$ cat src/rtl/simmem_pkg.sv
// rtl/simmem_pkg.sv - shared simulated-memory types and widths for the write-channel blocks.
package simmem_pkg;

  localparam int unsigned IdWidth       = 4;
  localparam int unsigned AddrWidth     = 16;
  localparam int unsigned DataWidth     = 32;
  localparam int unsigned AxLenWidth    = 4;
  localparam int unsigned MaxWBurstLen  = 8;
  localparam int unsigned WDataSeqDepth = 8;

  typedef struct packed {
    logic [IdWidth-1:0]    id;
    logic [AddrWidth-1:0]  addr;
    logic [AxLenWidth-1:0] burst_len;
  } waddr_t;

  typedef logic [DataWidth-1:0] wdata_t;

endpackage

$ cat src/rtl/simmem_wdata_sequencer.sv
// rtl/simmem_wdata_sequencer.sv - queues write addresses and frames the W stream into bursts.
// SIMMEM_WDATA_EARLY_EN lets a burst's data start before its address has been issued.
module simmem_wdata_sequencer
  import simmem_pkg::*;
#(
  parameter int unsigned Depth = WDataSeqDepth
) (
  input  logic                   clk_i,
  input  logic                   rst_ni,
  input  waddr_t                 waddr_i,
  input  logic                   waddr_valid_i,
  output logic                   waddr_ready_o,
  output waddr_t                 waddr_o,
  output logic                   waddr_valid_o,
  input  logic                   waddr_ready_i,
  input  wdata_t                 wdata_i,
  input  logic                   wdata_valid_i,
  output logic                   wdata_ready_o,
  output wdata_t                 wdata_o,
  output logic                   wdata_last_o,
  output logic                   wdata_valid_o,
  input  logic                   wdata_ready_i,
  output logic [$clog2(Depth):0] pending_o
);

  localparam int unsigned IdxW = $clog2(Depth);
  localparam int unsigned PtrW = IdxW + 1;

  typedef logic [PtrW-1:0] ptr_t;

  waddr_t                mem [Depth];
  ptr_t                  wr_ptr, addr_ptr, data_ptr;
  ptr_t                  addr_occ, data_occ, limit;
  logic [AxLenWidth-1:0] beat_cnt, cur_len;
  logic                  push, addr_hs, beat_hs, last_hs, zero_skip;
  logic                  entry_avail, burst_active;

  // Occupancy is set by whichever reader pointer lags furthest behind the writer.
  assign addr_occ      = wr_ptr - addr_ptr;
  assign data_occ      = wr_ptr - data_ptr;
  assign pending_o     = (addr_occ > data_occ) ? addr_occ : data_occ;
  assign waddr_ready_o = (pending_o != PtrW'(Depth));
  assign push          = waddr_valid_i && waddr_ready_o;

  assign waddr_valid_o = (addr_ptr != wr_ptr);
  assign waddr_o       = mem[addr_ptr[IdxW-1:0]];
  assign addr_hs       = waddr_valid_o && waddr_ready_i;

`ifdef SIMMEM_WDATA_EARLY_EN
  assign limit = wr_ptr;
`else
  assign limit = addr_ptr;
`endif

  assign cur_len      = mem[data_ptr[IdxW-1:0]].burst_len;
  assign entry_avail  = (data_ptr != limit);
  assign burst_active = entry_avail && (cur_len != '0);
  assign zero_skip    = entry_avail && (cur_len == '0);

  assign wdata_o       = wdata_i;
  assign wdata_valid_o = wdata_valid_i && burst_active;
  assign wdata_ready_o = wdata_ready_i && burst_active;
  assign wdata_last_o  = burst_active && (beat_cnt == cur_len - AxLenWidth'(1));
  assign beat_hs       = wdata_valid_o && wdata_ready_i;
  assign last_hs       = beat_hs && wdata_last_o;

  always_ff @(posedge clk_i or negedge rst_ni) begin
    if (!rst_ni) begin
      wr_ptr   <= '0;
      addr_ptr <= '0;
      data_ptr <= '0;
      beat_cnt <= '0;
    end else begin
      if (push) begin
        wr_ptr <= wr_ptr + PtrW'(1);
      end
      if (addr_hs) begin
        addr_ptr <= addr_ptr + PtrW'(1);
      end
      if (last_hs || zero_skip) begin
        data_ptr <= data_ptr + PtrW'(1);
      end
      if (last_hs) begin
        beat_cnt <= '0;
      end else if (beat_hs) begin
        beat_cnt <= beat_cnt + AxLenWidth'(1);
      end
    end
  end

  // Address payload only; write data is never stored here.
  always_ff @(posedge clk_i) begin
    if (push) begin
      mem[wr_ptr[IdxW-1:0]] <= waddr_i;
    end
  end

endmodule

$ cat config.mk
export PLATFORM = sky130hd
export DESIGN_NAME = simmem_wdata_sequencer
export DESIGN_NICKNAME = d
export VERILOG_FILES = /design/src/rtl/simmem_pkg.sv /design/src/rtl/simmem_wdata_sequencer.sv
export SDC_FILE = /design/constraint.sdc
export NUM_CORES = 1
export LEC_CHECK = 0
export ABC_CLOCK_PERIOD_IN_PS = 11600
export CAP_MARGIN = 15
export CORE_ASPECT_RATIO = 0.5
export CORE_MARGIN = 3
export CORE_UTILIZATION = 45
export DETAILED_ROUTE_END_ITERATION = 10
export PLACE_DENSITY_LB_ADDON = 0.12
export SLEW_MARGIN = 5
export SYNTH_ARGS = -nofsm -noshare
export SYNTH_HDL_FRONTEND = slang
export SYNTH_SLANG_ARGS = --single-unit
$ cat constraint.sdc
create_clock -name clk_i -period 11.6 [get_ports clk_i]
set_input_delay 2.32 -clock clk_i [delete_from_list [all_inputs] [get_ports clk_i]]
set_output_delay 2.32 -clock clk_i [all_outputs]
set_load 0.05 [all_outputs]
==> summary.md <==
| Metric | Value |
|---|---|
| Status | complete, no violations |
| Fmax | about 140 MHz |
| RSZ-0062 raised after global routing | no |
| Top FF cell, synth | edfxtp_1 |
| Final min period | a little over 7000 ps |
| Worst EP required | just over 9000 ps |
| Total grt overflow | 0 |
| Synth Register Bits | ~210 |
| CP endpoint kind | primary output |
| Final setup skew | roughly 16 ps |
| Post-synthesis cell count | 530 |
| H-tree depth | 1 |
| Least-Margin Pin Slew | slightly above 900 ps |
| CP arrival | around 4900 ps |
| Die Y | approximately 110 µm |
| Drt wl/cell | 21.1 µm |
| CTS Root Cell | clkbuf_16 |
| Die width | roughly 210 µm |
| # rows | 36 |
| Hold Crit Class | reg -> reg |
| Antenna fix cells | 0 |
| Pre-CTS WS | around 4900 ps |
| CP endpoint | waddr_ready_o |
| Hold_ws | roughly 530 ps |
| Number of remaining DRC errors | 0 |
| Post-CTS Setup Repair Bufs | 0 |
| TritonRoute pass-1 iters | 5 |
| Num Clock Sinks | 208 |
| DRT iter0 DRCs | roughly 340 |
| Yosys warns | 0 |
| Syn_nets | 609 |
| Vias per inst | 5.39 |
| Vias in the first global route | ~4800 |
| Total core area | around 0.020 mm² |
| Final max-slew violation count | 0 |
| TritonCTS clock tree | done |
| Sequential element share of the synthesized area | 0.676 |
| Setup slack, reg-to-reg | 6940 ps |
| Relative slew slack | 0.395 |
| Post-synth cell types | 48 |
| Share of cells above drive strength 1 | 0.205 |
| WP depth | 11 |
| Critical Path Fanout Max | 13 |
| R2R depth | 13 |
| First-pass GRT wire length | roughly 28000 µm |
| Reg clk slew, reported paths | ~70 ps |
| RR Endpoint | mem[7][1] |
| Worst path bufs/invs | 3 |
| Post-CTS sizing | 0 |
| Die ar. | between 0.02 and 0.025 mm² |
| CP Launch Type | flip-flop |
| Total Nets Final | 652 |
| Hold Buf Count CTS | 0 |
| Fillers | around 1600 |
| Total wire length | around 18000 µm |
| Via count | roughly 4600 |
| Worst Slack Setup Final | approximately 4400 ps |
| TritonCTS Buffers | 20 |
| Setup-failing EPs final | 0 |
| Dpl hpwl | 10200 µm |
| Antenna-violating nets left | 0 |
| CP Cell Sequence | ha_1 > inv_1 > fa_1 > inv_1 > ha_1 > nor2b_1 > o21a_1 > o21a_1 > o21ai_1 > mux2i_1 > clkdlybuf4s50_1 |
| Layout Area Growth over Synthesis | 14.9% |
| Worst path slowest cell | clkdlybuf4s50_1 |
| Clk_lat worst skew | 500 ps |
| # IOs | approximately 130 |
| Max Cap Viol | 0 |
| Max incr delay on CP | roughly 930 ps |
| Hold Violations, Final | 0 |
| Post-synth EDFFs | roughly 190 |
| Global Route Usage Sum | 0.166 |
| Mapped cell area | between 0.009 and 0.01 mm² |
| Worst Setup SP | data_ptr[0] |
| RD Place Congestion | approximately 0.71 |
| Starting Density | 0.463 |
| Syn Area/Cell | ~17 µm² |
| Reg-to-Reg Start | data_ptr[0] |
| Critical path type | reg -> out |
| Post-route setup TNS | 0 ps |
| Final Cycle Share | 0.622 |
| Antenna violations before repair | 0 |
| Buffers on Ports | 62 |
| Largest net degree at the start of global routing | between 50 and 60 |
| Max clock buf depth | 3 |
| Ys async rst share | 0.0769 |
| Crit path max-delay family | adder cells |
==> registers in the layout (all words and copies together) (netlist names) <==
| register | count |
|---|---|
| mem | 192 |
| addr_ptr | 4 |
| beat_cnt | 4 |
| data_ptr | 4 |
| wr_ptr | 4 |
==> synth_stat cells, types with 2 or more instances <==
library cell / count / area (µm²)
mux4_1: 3 / 78.8
clkbuf_1: 12 / 45.0
and2_1: 2 / 12.5
mux2i_4: 2 / 45.0
mux2i_1: 6 / 60.1
o21ai_1: 4 / 20.0
nand2_1: 81 / 304
nor2_1: 6 / 22.5
ha_1: 15 / 188
inv_2: 2 / 7.51
nor3b_1: 3 / 22.5
inv_1: 15 / 56.3
edfxtp_1: 192 / 5770
buf_1: 6 / 22.5
a21oi_1: 2 / 10.0
mux2_2: 4 / 45.0
buf_4: 32 / 240
o21a_1: 3 / 22.5
mux4_2: 53 / 1190
a21o_1: 2 / 15.0
nand3b_1: 2 / 15.0
xor2_1: 9 / 78.8
nor2b_1: 3 / 18.8
nor3_1: 7 / 35.0
dfrtp_1: 16 / 400
nand4_1: 3 / 18.8
nand2b_1: 2 / 12.5
o21ai_0: 3 / 15.0
xnor2_1: 11 / 96.3
fa_1: 2 / 40.0
nand3_1: 10 / 50.1
==> final cells by class <==
class                           instances  area, µm²  area share
Clock buffer                           21        504      0.0481
Clock inverter                         14        113      0.0107
Inverter                               17       63.8     0.00609
Multi-Input combinational cell        253       2590       0.247
Sequential cell                       208       6170       0.589
Tap cell                              266        333      0.0318
Timing Repair Buffer                   73        703      0.0671
==> worst min path at each step <==
| stage | start | endpoint | cells past startpoint |
|---|---|---|---|
| 6_report | addr_ptr[3] | addr_ptr[3] | 1 |
| 5_1_grt | data_ptr[3] | data_ptr[3] | 1 |
| 4_1_cts | addr_ptr[3] | addr_ptr[3] | 1 |
| 3_5_place_dp | addr_ptr[3] | addr_ptr[3] | 1 |
| 3_3_place_gp | wr_ptr[0] | wr_ptr[0] | 1 |
| 2_1_floorplan | wr_ptr[0] | wr_ptr[0] | 1 |
==> logic make-up (layout without fill, tap and decap cells) <==
kind of cell | Yosys count | after routing | synth area share
flops | 208 | 208 | 0.676
simple gates | 125 | 125 | 0.0616
mux | 69 | 69 | 0.158
buf+inv | 69 | 125 | 0.0425
compound gates | 21 | 21 | 0.0161
xor+xnor | 21 | 21 | 0.0210
fa+ha+maj | 17 | 17 | 0.0250
==> stage by stage <==
stage	std cells	instance area, µm²	utilization
5_1_grt	852	10500	0.532
4_1_cts	852	10500	0.532
6_report	852	10500	0.532
2_1_floorplan	530	9120	-
3_5_place_dp	817	9860	0.501
3_3_place_gp	817	9860	0.501
==> cell usage in the layout (no fill, tap or decap), types with 3 or more instances in the layout <==
master           netlist  layout
dfrtp_1               16      14
o21a_1                 3       3
buf_4                 32      11
o21ai_0                3       3
xnor2_1               11      11
nand4_1                3       3
ha_1                  15      15
nor2b_1                3       3
nor3_2                 0       4
mux4_1                 3       3
mux2i_1                6       6
inv_1                 15      15
nor2_1                 6       3
edfxtp_1             192     192
nand2_1               81      81
mux2_2                 4       4
nor3b_1                3       3
clkinv_2               0       5
nand3_1               10      10
nor3_1                 7       3
o21ai_1                4       4
mux4_2                53      53
xor2_1                 9       9
clkbuf_16              0      20
clkinv_1               0       4
nor2_2                 0       3
clkdlybuf4s50_1        0      62
==> per-layer routing <==
metal | share of wire | GRT usage | wire [µm] | vias to the layer above
li1 | - | - | - | 2087
met1 | 0.48 | 0.242 | 8640 | 2363
met2 | 0.45 | 0.257 | 8110 | 101
met3 | 0.043 | 0.0316 | 768 | 45
met4 | 0.026 | 0.0522 | 474 | 0
met5 | 0 | 0 | 0 | -
Power is left out: the tool's default activity adds up to more than one toggle a clock period on the data nets, which glitch-free logic cannot reach.
